`config.mk`:
```
export PLATFORM = sky130hd
export DESIGN_NAME = prefix_addsub_pipe
export DESIGN_NICKNAME = d
export VERILOG_FILES = /design/src/rtl/prefix_addsub_pipe.sv
export SDC_FILE = /design/constraint.sdc
export NUM_CORES = 2
export LEC_CHECK = 0
export CORE_UTILIZATION = 50
export CTS_CLUSTER_SIZE = 28
export DETAILED_ROUTE_END_ITERATION = 10
export PLACE_DENSITY = 0.66
export SYNTH_ARGS = -nofsm -noshare
export SYNTH_HDL_FRONTEND = slang
export SYNTH_SLANG_ARGS = --single-unit
```
`constraint.sdc`:
```
create_clock -name clk -period 3.6 [get_ports clk]
set_input_delay 1.08 -clock clk [delete_from_list [all_inputs] [get_ports clk]]
set_output_delay 1.08 -clock clk [all_outputs]
set_load 0.005 [all_outputs]
```
`src/rtl/prefix_addsub_pipe.sv`:
```
// Pipelined Kogge-Stone adder/subtractor with a global-stall valid/ready pipeline.
// A register bank follows every REG_EVERY prefix levels and always the last level.
module prefix_addsub_pipe #(
  parameter int unsigned WIDTH     = 64,
  parameter int unsigned TAG_W     = 20,
  parameter int unsigned REG_EVERY = 1
) (
  input  logic             clk,
  input  logic             clear,
  input  logic             in_valid,
  output logic             in_ready,
  input  logic [WIDTH-1:0] a,
  input  logic [WIDTH-1:0] b,
  input  logic             cin,
  input  logic             sub,
  input  logic [TAG_W-1:0] tag_in,
  output logic             out_valid,
  input  logic             out_ready,
  output logic [WIDTH-1:0] sum,
  output logic             cout,
  output logic             ovf,
  output logic [TAG_W-1:0] tag_out
);

  localparam int unsigned L = $clog2(WIDTH);
  // Sideband word carried beside G/P: {valid, tag, c0, original p}.
  localparam int unsigned SBW = WIDTH + TAG_W + 2;

  logic             advance;
  logic [WIDTH-1:0] b_x, g_bit, p_pre, g_pre;
  logic             c0;
  logic [SBW-1:0]   sb_pre;

  assign b_x    = sub ? ~b : b;
  assign c0     = sub ^ cin;
  assign g_bit  = a & b_x;
  assign p_pre  = a ^ b_x;
  // Carry-in folded into bit 0 so the prefix tree yields true carries directly.
  assign g_pre  = {g_bit[WIDTH-1:1], g_bit[0] | (p_pre[0] & c0)};
  assign sb_pre = {in_valid, tag_in, c0, p_pre};

  for (genvar k = 1; k <= L; k++) begin : g_lvl
    localparam int unsigned D      = 1 << (k - 1);
    localparam bit          RegHere = ((k % REG_EVERY) == 0) || (k == L);

    logic [WIDTH-1:0] g_i, p_i, g_c, g_s;
    logic [SBW-1:0]   sb_i, sb_s;

    if (k == 1) begin : g_src0
      assign g_i  = g_pre;
      assign p_i  = p_pre;
      assign sb_i = sb_pre;
    end else begin : g_srcn
      assign g_i  = g_lvl[k-1].g_s;
      assign p_i  = g_lvl[k-1].g_p.p_s;
      assign sb_i = g_lvl[k-1].sb_s;
    end

    assign g_c = {g_i[WIDTH-1:D] | (p_i[WIDTH-1:D] & g_i[WIDTH-1-D:0]), g_i[D-1:0]};

    if (RegHere) begin : g_reg
      logic [WIDTH-1:0] g_q;
      logic [SBW-1:0]   sb_q;
      always_ff @(posedge clk) begin
        if (clear) begin
          g_q  <= '0;
          sb_q <= '0;
        end else if (advance) begin
          g_q  <= g_c;
          sb_q <= sb_i;
        end
      end
      assign g_s  = g_q;
      assign sb_s = sb_q;
    end else begin : g_wire
      assign g_s  = g_c;
      assign sb_s = sb_i;
    end

    // Group propagate is dead after the final level; only carries are needed.
    if (k < L) begin : g_p
      logic [WIDTH-1:0] p_c, p_s;
      assign p_c = {p_i[WIDTH-1:D] & p_i[WIDTH-1-D:0], p_i[D-1:0]};
      if (RegHere) begin : g_preg
        logic [WIDTH-1:0] p_q;
        always_ff @(posedge clk) begin
          if (clear) begin
            p_q <= '0;
          end else if (advance) begin
            p_q <= p_c;
          end
        end
        assign p_s = p_q;
      end else begin : g_pwire
        assign p_s = p_c;
      end
    end else begin : g_pend
      logic unused_p;
      assign unused_p = ^p_i[D-1:0];
    end
  end

  logic [WIDTH-1:0] g_f, p_f;
  logic [SBW-1:0]   sb_f;
  logic             c0_f;

  assign g_f  = g_lvl[L].g_s;
  assign sb_f = g_lvl[L].sb_s;
  assign p_f  = sb_f[WIDTH-1:0];
  assign c0_f = sb_f[WIDTH];

  assign out_valid = sb_f[SBW-1];
  assign tag_out   = sb_f[WIDTH+1 +: TAG_W];
  assign sum       = p_f ^ {g_f[WIDTH-2:0], c0_f};
  assign cout      = g_f[WIDTH-1];
  assign ovf       = g_f[WIDTH-1] ^ g_f[WIDTH-2];

  assign advance  = ~out_valid | out_ready;
  assign in_ready = advance;

endmodule

```
Word-level counts from Yosys, hierarchy flattened
Cells that the tools add are included.
{"block": "word_totals", "register_bits": 1220, "latchBits": 0, "ramBits": 0, "romBits": 0, "inputBits": 154, "out_inout_bits": 88, "elab_cells": 45, "n_memories": 0}
{"block": "op_classes", "n_addsub": 0, "n_mul": 0, "n_div": 0, "magnitude_cmp": 0, "n_eq_ne": 0, "n_shift": 0, "muxes": 1, "n_bitwise": 27, "reduce_logical": 0}
{"cell": "XOR 64 bit", "n": 2}
{"cell": "bitwise AND 63 bit", "n": 2}
{"cell": "bitwise AND 62 bit", "n": 2}
{"cell": "bitwise AND 60 bit", "n": 2}
{"cell": "bitwise AND 56 bit", "n": 2}
{"cell": "bitwise AND 48 bit", "n": 2}
{"cell": "bitwise AND 64 bit", "n": 1}
{"cell": "two-way mux 64 bit", "n": 1}
{"cell": "NOT 64 bit", "n": 1}
{"cell": "bitwise OR 63 bit", "n": 1}
{"cell": "bitwise OR 62 bit", "n": 1}
{"cell": "bitwise OR 60 bit", "n": 1}
{"cell": "bitwise OR 56 bit", "n": 1}
{"cell": "bitwise OR 48 bit", "n": 1}
{"cell": "bitwise AND 32 bit", "n": 1}
{"cell": "bitwise OR 32 bit", "n": 1}
{"cell": "bitwise OR 1 bit", "n": 2}
{"cell": "XOR 1 bit", "n": 2}
{"cell": "bitwise AND 1 bit", "n": 1}
{"cell": "NOT 1 bit", "n": 1}

Depth between registers and ports, before layout
{"block": "logic_depth", "depth_word": 7, "ltp_mapped": 8, "depth_no_buf": 4}

Least setup slack after synthesis
No wires, ideal clock.
{"block": "synth_timing", "kind": "input-to-output", "startpoint": "input out_ready", "endpoint": "output in_ready", "t_arrival_ps": 1783, "t_required_ps": 2520, "setup_slack_ps": 737, "cell_stages": 6, "path_buffers": 4, "cell_sequence": "nor2b_2 buf_6 clkinv_2 buf_6 buf_6 buf_6"}
{"block": "synth_between", "elab_chain_cells": 1}
{"item": "from (decl)", "line": "18", "rtl": "input logic out_ready,"}
{"item": "bitwise OR 1 bit", "line": "118", "rtl": "assign advance = ~out_valid | out_ready;"}
{"item": "to (decl)", "line": "11", "rtl": "output logic in_ready,"}
No other way between the ends.

Final worst setup path
Ends and elaborated chain as after synthesis.

==> results.txt <==
----------------------------------------------------
[STA]
  Fin worst setup slack ... 373 ps
  Final worst hold slack ... 443 ps
  Final worst path period need ... 3230 ps
  Max-slew violation total from the final report ... 0
  Max Clock Skew ... 29.0 ps
  Slew headroom ... 46.5%
  Finish-stage setup viols ... 0
  Post-route clock period utilization ... 89.6%
  Setup tns final ... 0 ps
  Peak Freq ... 0.310 GHz
  Pin slew with the least headroom to its limit ... roughly 800 ps
  Setup repair after global routing missed its margin ... no
  Final hold viol count ... 0

[Outcome]
  Outcome ... finished, final reports clean

[Final layout]
  Fin area ... 0.0500 mm^2
  Fill cells ... 7984
  Number of non-filler instances in the completed layout ... 6512
  Layout overhead on the synthesized area ... 15.2%
  Fraction of the core area covered by cells at the end of the flow ... 58.4%
  Total Nets Final ... 5488
  Fraction of final layout cells with drive strength greater than 1 ... 5.42%

[Logic synthesis]
  Most used standard cell by instance count after synthesis ... nand2_1
  Post-Syn Area per Cell ... between 8 and 9 um^2
  Count of unique library cells instantiated by Yosys ... 18
  Total of warnings raised by yosys ... 0
  Main area contributors after synthesis ... dfxtp_1 (53%), nand2_1 (12%), a21oi_1 (9.5%)
  Net count after synthesis ... 5459
  Proportion of synthesized chip area in sequential cells ... 53.4%
  Gate count after technology mapping ... between 5000 and 6000
  Yosys top cell area share ... 53.4%
  Dominant register cell in the synthesized netlist ... dfxtp_1
  Mapped Area ... approximately 0.043 mm^2
  Biggest area consumer among synthesized cells ... dfxtp_1
  Number of flops mapped to enable cells by yosys ... 0
  Number of synthesized register bits ... 1158
  Most numerous cell types in the synthesized netlist ... nand2_1 (1410), dfxtp_1 (1158), a21oi_1 (825)
  Post-synthesis async set-or-reset flop share ... 0%

[Power and ir drop]
  Overall power after layout ... 27.8 mW
  Leak Pwr ... 18.3 nW
  Share of power burned in registers ... about half
  Fraction of power consumed by combinational cells ... 6.1%
  Portion of total power attributed to the clock network ... 44.5%
  Cell-internal power ... between 20 and 25 mW
  Ratio of total power to cell area ... 555 mW/mm^2
  Net Switching ... around 6.4 mW
  Switching share of power ... 23.1%
  Worst IR drop on VDD ... 403 uV

[Critical path]
  Element type at the critical path start ... primary input
  Arrival time at the worst endpoint ... between 2000 and 2500 ps
  Kind of capture point of the worst setup path ... primary output
  Minimum setup slack among reg-to-reg paths ... 1500 ps
  Crit Path Class ... in -> out
  Maximum net fanout on the critical path ... 30
  Data required time at the worst endpoint ... 2520 ps
  R2R Path Start ... g_lvl[6].g_reg.sb_q[85]$_SDFFE_PP0P_
  Reg2reg path depth ... 6
  End of the worst register-to-register path ... g_lvl[2].g_reg.sb_q[81]$_SDFFE_PP0P_

[Drt]
  Total detailed-routing wirelength ... roughly 120000 um
  Count of unresolved DRC violations after routing ... 0
  Vias per Instance ... 5.50
  Detailed-route wire length per cell ... 18.9 um
  ANT nets after route ... 0
  Number of iterations in the first detailed-routing pass ... 6
  Iteration-0 DRC count of the detailed router ... 3858
  Count of vias placed by the detailed router ... 35800

[Die]
  Standard-cell rows ... 107
  Initial core utilization ... between 50% and 60%
  Die height ... roughly 300 um
  Chip Width ... 297 um
  Overall die area ... approximately 0.09 mm^2
  CORE AREA ... 0.0857 mm^2
  Number of I/O pins ... roughly 240

[Min path]
  Worst min path class ... reg -> reg
  End of the worst hold path ... g_lvl[6].g_reg.sb_q[53]$_SDFFE_PP0P_
  Hold Path Stages ... 2
  Hold wc startpoint ... g_lvl[5].g_reg.sb_q[53]$_SDFFE_PP0P_

[Clocking]
  Number of gates resized after CTS ... 0
  Latest clock arrival within the worst-skew pair ... 690 ps
  CTS buffer count ... 114
  Number of buffers inserted by post-CTS setup repair ... 0
  TritonCTS clock tree ... yes
  H-tree Lvls ... 3
  Clock transition at path regs ... around 60 ps
  Root cell of the clock tree ... clkbuf_16
  TritonCTS Sinks ... 1158
  Total of hold buffers inserted after clock tree synthesis ... 0
  Maximum buffer depth of the clock tree ... 3

[Global route]
  Via count of the first global-routing pass ... around 32000
  Tot GR Track Use ... 27.1%
  Antenna violations before repair ... 3
  Global-route wire length before repair ... 190000 um
  Maximum number of pins on one net before global-route repair ... 182
  Congestion Overflow GR ... 0

[Job]
  Max-capacitance violation count ... 0

[Placement]
  Worst slack at placement ... 359 ps
  Placed instance area ... roughly 0.046 mm^2
  Number of instances in the placed design ... 6298
  Port-buffer cells ... between 200 and 250
  HPWL after DPL ... around 86000 um
  Placer congestion estimate ... 0.870

----------------------------------------------------
-- metal layers --
| metal | vias up | part of all wire [%] | track usage [%] |
|---|---|---|---|
| met2 | 1107 | 42 | 37.6 |
| met3 | 162 | 7.7 | 4.83 |
| met4 | 2 | 2.8 | 8.85 |
| met1 | 16700 | 48 | 41.6 |
| li1 | 17800 | - | - |
| met5 | - | 0.0057 | 0 |
-- state kept, by name, indices dropped and copies added (netlist names) --
name	flops
g_f	64
g_lvl.g_p.g_preg.p_q	258
g_lvl.g_reg.sb_q	516
g_lvl.g_reg.g_q	320
-- cell type report --
type / instances / area [um^2] / area share [%]
sequential: 1158 / 23200 / 46.3
multi-input combinational: 3669 / 18000 / 36.0
clock buffer: 173 / 3460 / 6.91
timing repair buffer: 326 / 3430 / 6.85
tap: 1144 / 1430 / 2.86
clock inverter: 40 / 504 / 1.01
inverter: 1 / 20.0 / 0.0400
antenna: 1 / 2.50 / 0.00500
-- cell families after synthesis --
family,synth area share [%]
buffers and inverters,5.20
xor gates and xnor gates,2.62
adders and majority gates,1.84
and+or+nand+nor,21.7
AOI/OAI and AO/OA,15.3
DFF,53.4
-- worst max-delay path by stage --
stage,slack [ps],startpoint,to,cells past startpoint
after floorplan,740,out_ready,in_ready,6
after CTS,360,g_lvl[6].g_reg.sb_q[47]$_SDFFE_PP0P_,sum[47],2
after global routing,340,out_ready,in_ready,4
final,370,out_ready,in_ready,4
after detailed placement,360,out_ready,g_lvl[5].g_reg.sb_q[64]$_SDFFE_PP0P_,7
after global placement,360,out_ready,g_lvl[3].g_reg.sb_q[5]$_SDFFE_PP0P_,7
-- cells in the final DEF (no fill, tap or decap) --
cell type,n
nand2_1,1410
dfxtp_1,1158
a21oi_1,825
nor2_1,326
nor3_1,322
a211oi_1,321
nand3_1,259
clkdlybuf4s50_1,238
xor2_1,130
clkbuf_16,115
ha_1,64
buf_4,57
clkbuf_8,36
buf_12,30
clkbuf_1,22
clkinv_2,19
a21oi_2,10
bufinv_16,10
inv_6,5
clkinv_8,2
clkinv_4,2
clkinvlp_4,2
diode_2,1
nor2b_4,1
inv_16,1
a311oi_1,1
buf_8,1
-- worst max-delay path: stages --
cell             delay (ps)
clkdlybuf4s50_1         440
nor2b_4                 300
inv_16                  130
buf_12                  160
-- power by group through the flow --
stage                     Sequential [mW]  Clock [mW]  Combinational (mW)
after detailed placement             14.0           0                1.67
final                                13.7        12.4                1.69
after global routing                 13.8        13.0                1.86
after global placement               14.0           0                1.65
after CTS                            13.7        12.5                1.68
after floorplan                      13.8           0                1.03
Power figures use the tool's default switching activity.
